===== src/rtl/disp_pkg.sv =====
// rtl/disp_pkg.sv - shared constants and helpers for the multiplexed seven-segment scanner
//   NUM_DIGITS, SEG_W, IDX_W : display geometry
//   IDX_S1 .. IDX_H10        : scan index of each digit (seconds units first)
//   blank_code()             : all-segments-off pattern for the selected polarity
//   com_select()             : active-low one-cold digit enable for a scan index
package disp_pkg;

    localparam int NUM_DIGITS = 6;
    localparam int SEG_W      = 7;
    localparam int IDX_W      = 3;

    localparam logic [IDX_W-1:0] IDX_S1  = 3'd0;
    localparam logic [IDX_W-1:0] IDX_S10 = 3'd1;
    localparam logic [IDX_W-1:0] IDX_M1  = 3'd2;
    localparam logic [IDX_W-1:0] IDX_M10 = 3'd3;
    localparam logic [IDX_W-1:0] IDX_H1  = 3'd4;
    localparam logic [IDX_W-1:0] IDX_H10 = 3'd5;

    function automatic logic [SEG_W-1:0] blank_code(input bit active_low);
        return active_low ? {SEG_W{1'b1}} : {SEG_W{1'b0}};
    endfunction

    // Index values 6 and 7 never occur; they map to "no digit enabled".
    function automatic logic [NUM_DIGITS-1:0] com_select(input logic [IDX_W-1:0] idx);
        logic [NUM_DIGITS-1:0] sel;
        sel = {NUM_DIGITS{1'b1}};
        for (int i = 0; i < NUM_DIGITS; i++) begin
            if (idx == IDX_W'(i)) begin
                sel[i] = 1'b0;
            end
        end
        return sel;
    endfunction

endpackage


===== src/rtl/scan_tick.sv =====
// rtl/scan_tick.sv - slot prescaler, digit scan index and end-of-frame tick
//   clk, rst   : clock, synchronous active-low reset
//   presc      : position inside the current digit slot, 0..SCAN_DIV-1
//   index      : digit currently being driven, 0..NUM_DIGITS-1
//   frame_tick : high in the last cycle of the last slot of a frame
module scan_tick
    import disp_pkg::*;
#(
    parameter  int SCAN_DIV = 10000,
    localparam int PW       = $clog2(SCAN_DIV)
) (
    input  logic             clk,
    input  logic             rst,
    output logic [PW-1:0]    presc,
    output logic [IDX_W-1:0] index,
    output logic             frame_tick
);

    localparam logic [PW-1:0] PRESC_LAST = PW'(SCAN_DIV - 1);

    logic slot_end;

    // Both ticks are pure decodes of the counters so they carry no input path.
    assign slot_end   = (presc == PRESC_LAST);
    assign frame_tick = slot_end && (index == IDX_H10);

    always_ff @(posedge clk) begin
        if (!rst) begin
            presc <= '0;
            index <= IDX_S1;
        end else if (slot_end) begin
            presc <= '0;
            index <= (index == IDX_H10) ? IDX_S1 : index + 3'd1;
        end else begin
            presc <= presc + 1'b1;
        end
    end

endmodule


===== src/rtl/seg_scan.sv =====
// rtl/seg_scan.sv - six-digit multiplexed seven-segment driver with ghost blanking and blink
//   clk, rst                     : clock, synchronous active-low reset
//   s1, s10, m1, m10, h1, h10    : segment codes for digits 0..5
//   blink_en                     : per-digit blink enable, sampled live
//   seg                          : shared segment bus
//   com                          : active-low digit enables, at most one low
//   frame_tick                   : one-cycle pulse at the end of each frame
module seg_scan
    import disp_pkg::*;
#(
    parameter int SCAN_DIV       = 10000,
    parameter int GHOST          = 2,
    parameter int BLINK_DIV      = 64,
    parameter bit SEG_ACTIVE_LOW = 1'b0
) (
    input  logic                  clk,
    input  logic                  rst,
    input  logic [SEG_W-1:0]      s1,
    input  logic [SEG_W-1:0]      s10,
    input  logic [SEG_W-1:0]      m1,
    input  logic [SEG_W-1:0]      m10,
    input  logic [SEG_W-1:0]      h1,
    input  logic [SEG_W-1:0]      h10,
    input  logic [NUM_DIGITS-1:0] blink_en,
    output logic [SEG_W-1:0]      seg,
    output logic [NUM_DIGITS-1:0] com,
    output logic                  frame_tick
);

    localparam int PW = $clog2(SCAN_DIV);
    // A single-frame blink period still needs a one-bit counter to exist.
    localparam int FW = (BLINK_DIV > 1) ? $clog2(BLINK_DIV) : 1;

    localparam logic [SEG_W-1:0] BLANK      = blank_code(SEG_ACTIVE_LOW);
    localparam logic [PW-1:0]    GHOST_END  = PW'(GHOST);
    localparam logic [FW-1:0]    FRAME_LAST = FW'(BLINK_DIV - 1);

    logic [PW-1:0]    presc;
    logic [IDX_W-1:0] index;
    logic             frame_end;

    logic [FW-1:0]    frame_cnt;
    logic             blink_phase;
    logic [SEG_W-1:0] shadow [NUM_DIGITS];

    logic             ghost;
    logic [SEG_W-1:0] cur_seg;
    logic             cur_blink;

    scan_tick #(
        .SCAN_DIV (SCAN_DIV)
    ) u_scan_tick (
        .clk        (clk),
        .rst        (rst),
        .presc      (presc),
        .index      (index),
        .frame_tick (frame_end)
    );

    // Frame counter and blink phase; the phase flips once every BLINK_DIV frames.
    always_ff @(posedge clk) begin
        if (!rst) begin
            frame_cnt   <= '0;
            blink_phase <= 1'b0;
        end else if (frame_end) begin
            if (frame_cnt == FRAME_LAST) begin
                frame_cnt   <= '0;
                blink_phase <= ~blink_phase;
            end else begin
                frame_cnt <= frame_cnt + 1'b1;
            end
        end
    end

    // Digit data is captured only at the frame boundary so a frame never
    // mixes old and new values. Reset loads blank, so the first frame is dark.
    always_ff @(posedge clk) begin
        if (!rst) begin
            for (int i = 0; i < NUM_DIGITS; i++) begin
                shadow[i] <= BLANK;
            end
        end else if (frame_end) begin
            shadow[IDX_S1]  <= s1;
            shadow[IDX_S10] <= s10;
            shadow[IDX_M1]  <= m1;
            shadow[IDX_M10] <= m10;
            shadow[IDX_H1]  <= h1;
            shadow[IDX_H10] <= h10;
        end
    end

    // Blink enable is deliberately not shadowed: it takes effect immediately.
    always_comb begin
        cur_seg   = BLANK;
        cur_blink = 1'b0;
        for (int i = 0; i < NUM_DIGITS; i++) begin
            if (index == IDX_W'(i)) begin
                cur_seg   = shadow[i];
                cur_blink = blink_en[i];
            end
        end
    end

    // Ghost window: every digit is off at the start of a slot so the previous
    // digit's pattern cannot bleed into the newly enabled common.
    assign ghost = (presc < GHOST_END);

    always_comb begin
        seg = cur_seg;
        com = com_select(index);
        if (ghost) begin
            seg = BLANK;
            com = {NUM_DIGITS{1'b1}};
        end else if (blink_phase && cur_blink) begin
            seg = BLANK;
        end
    end

    assign frame_tick = frame_end;

endmodule


===== config.mk =====
export PLATFORM = sky130hd
export DESIGN_NAME = seg_scan
export DESIGN_NICKNAME = d
export VERILOG_FILES = /design/src/rtl/disp_pkg.sv /design/src/rtl/scan_tick.sv /design/src/rtl/seg_scan.sv
export SDC_FILE = /design/constraint.sdc
export NUM_CORES = 1
export LEC_CHECK = 0
export CORE_ASPECT_RATIO = 0.5
export CORE_MARGIN = 2
export CORE_UTILIZATION = 47
export CTS_CLUSTER_SIZE = 40
export DETAILED_ROUTE_END_ITERATION = 10
export PLACE_DENSITY = 0.76
export SYNTH_ARGS = -nofsm -noshare
export SYNTH_HDL_FRONTEND = slang
export SYNTH_HIERARCHICAL = 1
export SYNTH_SLANG_ARGS = --single-unit
export TNS_END_PERCENT = 1

===== constraint.sdc =====
create_clock -name clk -period 3 [get_ports clk]
set_clock_uncertainty 0.1 [all_clocks]
set_input_delay 0.6 -clock clk [delete_from_list [all_inputs] [get_ports clk]]
set_output_delay 0.6 -clock clk [all_outputs]
set_load 0.005 [all_outputs]

==> impl_metrics.env <==
export IMPL_holdPathStages=1
export IMPL_reg2reg_to="shadow[4][2]$_SDFFCE_PN0P_"
export IMPL_worstMarginPinSlew_ps=413
export IMPL_syn_inst=295
export IMPL_ir_drop_mv=0.235
export IMPL_syn_nets=347
export IMPL_worstSetupPathType="in -> out"
export IMPL_slowest_delay_ps=450
export IMPL_routed_wirelength_mm=7.26
export IMPL_cts_tree="done"
export IMPL_areaGrowthSynthToFinish_pct=31.3
export IMPL_ys_flop_type="edfxtp_1"
export IMPL_yosysWarnings=6
export IMPL_vias=2523
export IMPL_firstDrtPassIters=4
export IMPL_clock_latency_ps=320
export IMPL_antenna_found_initial=0
export IMPL_hp_start="u_scan_tick/presc[0]$_SDFF_PP0_"
export IMPL_drc=0
export IMPL_synth_area_leaders="edfxtp_1 39%, dfxtp_1 15%, and3_1 8.4%"
export IMPL_required_ps=2300
export IMPL_critPathArrivalTime_ps=2140
export IMPL_wire_per_inst_um=15.8
export IMPL_antenna_left=0
export IMPL_first_iter_violations=133
export IMPL_period_share_pct=94.6
export IMPL_min_to="u_scan_tick/presc[0]$_SDFF_PP0_"
export IMPL_grt_pass1_vias=2396
export IMPL_path_cells="clkdlybuf4s50_1 > mux2i_1 > o21a_1 > o211a_1 > o21ai_4 > buf_12 > a311oi_2 > dlygate4sd2_1"
export IMPL_ys_seq_area_share_pct=53.2
export IMPL_outcome="complete, no violations"
export IMPL_tns_ps=0
export IMPL_final_cells=460
export IMPL_grt_ovfl_total=0
export IMPL_clock_path_buffers=2
export IMPL_synthTopCellsByCount="44 x and3_1, 42 x edfxtp_1, 25 x nor2_1, 24 x dfxtp_1, 14 x nand2_1"
export IMPL_post_dp_cell_area_mm2=0.00403
export IMPL_root_buffer="clkbuf_16"
export IMPL_synth_area_mm2=0.00328
export IMPL_fp_dieH_um=63.0
export IMPL_die_w_um=122
export IMPL_n_antenna_cell=0
export IMPL_design_area_mm2=0.00430
export IMPL_yosys_area_top_type="edfxtp_1"
export IMPL_p_per_area_mw_per_mm2=488
export IMPL_final_layout_size_suffix_gt1_share_pct=13.3
export IMPL_start_kind="input port"
export IMPL_placed_cells=442
export IMPL_htree_levels=3
export IMPL_final_min_clock_period_ps=2840
export IMPL_worstReg2RegStart="u_scan_tick/presc[1]$_SDFF_PP0_"
export IMPL_cp_slowest_cell="clkdlybuf4s50_1"
export IMPL_end_kind="output port"
export IMPL_port_buffers=63
export IMPL_maxCapViolations=0
export IMPL_hpwl_mm=5.04
export IMPL_hold_path_class="reg -> reg"
export IMPL_final_hold_viol_count=0
export IMPL_core_area_mm2=0.00673
export IMPL_vias_per_cell=5.48
export IMPL_num_nets_final=415
export IMPL_yosysMostFrequentCell="and3_1"
export IMPL_num_io_pins=64
export IMPL_gp_congestion=0.912
export IMPL_r2r_cells=8
export IMPL_synth_top_cell_area_share_pct=38.5
export IMPL_start_util_pct=48.7
export IMPL_async_flop_share_pct=0
export IMPL_synth_edf_count=42
export IMPL_ys_types=41
export IMPL_reg2reg_slack_ps=460
export IMPL_slew_viol_final=0
export IMPL_die_area_mm2=0.00769
export IMPL_synth_area_per_cell_um2=11.1
export IMPL_clock_sinks=66
export IMPL_grt_first_pass_wirelength_mm=11.5
export IMPL_hold_ws_ps=368
export IMPL_rsz0062_at_grt="false"
export IMPL_std_cell_rows=21
export IMPL_path_clk_slew_ps=50
export IMPL_grt_max_degree=51
export IMPL_leakage_nw=1.66
export IMPL_relSlewSlack_pct=72.4
export IMPL_fmax_mhz=352
export IMPL_setup_viol=0
export IMPL_synth_seq_cells=66
export IMPL_crit_fanout=7
export IMPL_grt_util_all_layers_pct=19.5
export IMPL_cts_buffers=9
[cell families after synthesis]
group / count (synthesis) / share of synthesized area, %
DFF: 66 / 53.2
adders and majority gates: 2 / 0.764
and+or+nand+nor: 140 / 24.7
buffers and inverters: 23 / 3.78
xor gates and xnor gates: 17 / 4.55
muxes: 12 / 3.93
AOI/OAI and AO/OA: 35 / 9.09
[layout make-up]
cell class              instances  area (µm²)
repair buffers                 77         752
multi-input cells             206        1420
clock buffers                  16         262
fillers                       522        2430
well taps                      92         115
flip-flops and latches         66        1740
inverters                       3        11.3
[flip-flops by register name, summed over array words and instances, names as in the netlist]
register	cells
blink_phase	1
frame_cnt	6
shadow	42
u_scan_tick/index	3
u_scan_tick/presc	14
[power by group]
| part | internal [mW] | total, mW | switching [mW] |
|---|---|---|---|
| logic | 0.107 | 0.174 | 0.0672 |
| clock network | 0.582 | 0.915 | 0.332 |
| registers | 0.997 | 1.01 | 0.0133 |
[worst max-delay path by stage]
stage	start	endpoint	slack, ps	cells after the start
after floorplan	u_scan_tick/presc[0]$_SDFF_PP0_	shadow[0][0]$_SDFFCE_PN0P_	160	7
after global placement	blink_en[2]	seg[0]	-60	8
after detailed placement	blink_en[2]	seg[1]	-80	8
after CTS	u_scan_tick/presc[6]$_SDFF_PP0_	com[0]	90	5
after global routing	u_scan_tick/presc[1]$_SDFF_PP0_	frame_tick	60	6
final	blink_en[2]	seg[1]	160	8
[placed cells by master (no fill, tap or decap), types with 5 or more instances in the layout]
cell             synthesis  layout
clkdlybuf4s50_1          0      56
and3_1                  44      44
edfxtp_1                42      42
nor2_1                  25      25
dfxtp_1                 24      23
nand2_1                 14      14
buf_4                    1      12
xnor2_1                 11      11
clkbuf_16                0       9
nand4_1                  8       8
a21oi_1                  8       8
a32oi_1                  8       8
nor3_1                   7       7
nand3_1                  7       7
mux2_2                   7       7
nand2b_1                 8       7
o21ai_0                  7       7
a311oi_2                 7       7
dlygate4sd2_1            0       7
clkbuf_1                12       6
xor2_1                   6       6
mux2i_1                  5       5
and2_1                   5       5
[routing by layer]
metal / wire length [µm] / GRT usage [%] / up-vias / part of all wire, %
met2: 3710 / 32.4 / 72 / 51
met5: 0 / 0 / - / 0
li1: - / - / 1234 / -
met1: 3000 / 22.5 / 1205 / 41
met3: 418 / 8.49 / 12 / 5.8
met4: 135 / 6.61 / 0 / 1.9
[metrics by stage]
stage	power [mW]	setup WS (ps)	utilization, %
floorplan	1.08	161	-
global route	2.18	58.7	63.9
global placement	1.20	-59.2	59.9
CTS	2.12	89.6	63.7
finish	2.10	161	63.9
detailed placement	1.20	-76.1	59.9
[worst max-delay path: cells and delay by family]
family	cells	cell delay, ps
buffers and inverters	3	880
AOI/OAI and AO/OA	4	600
muxes	1	60
[timing repair]
item                       4_1_cts  5_1_grt
setup endpoints to repair        7        3
resized for setup                8        0
pin swaps                        0        1
hold buffers                     0        0
buffers inserted                 0        2
Note: power is estimated with default switching activity, not from simulation.
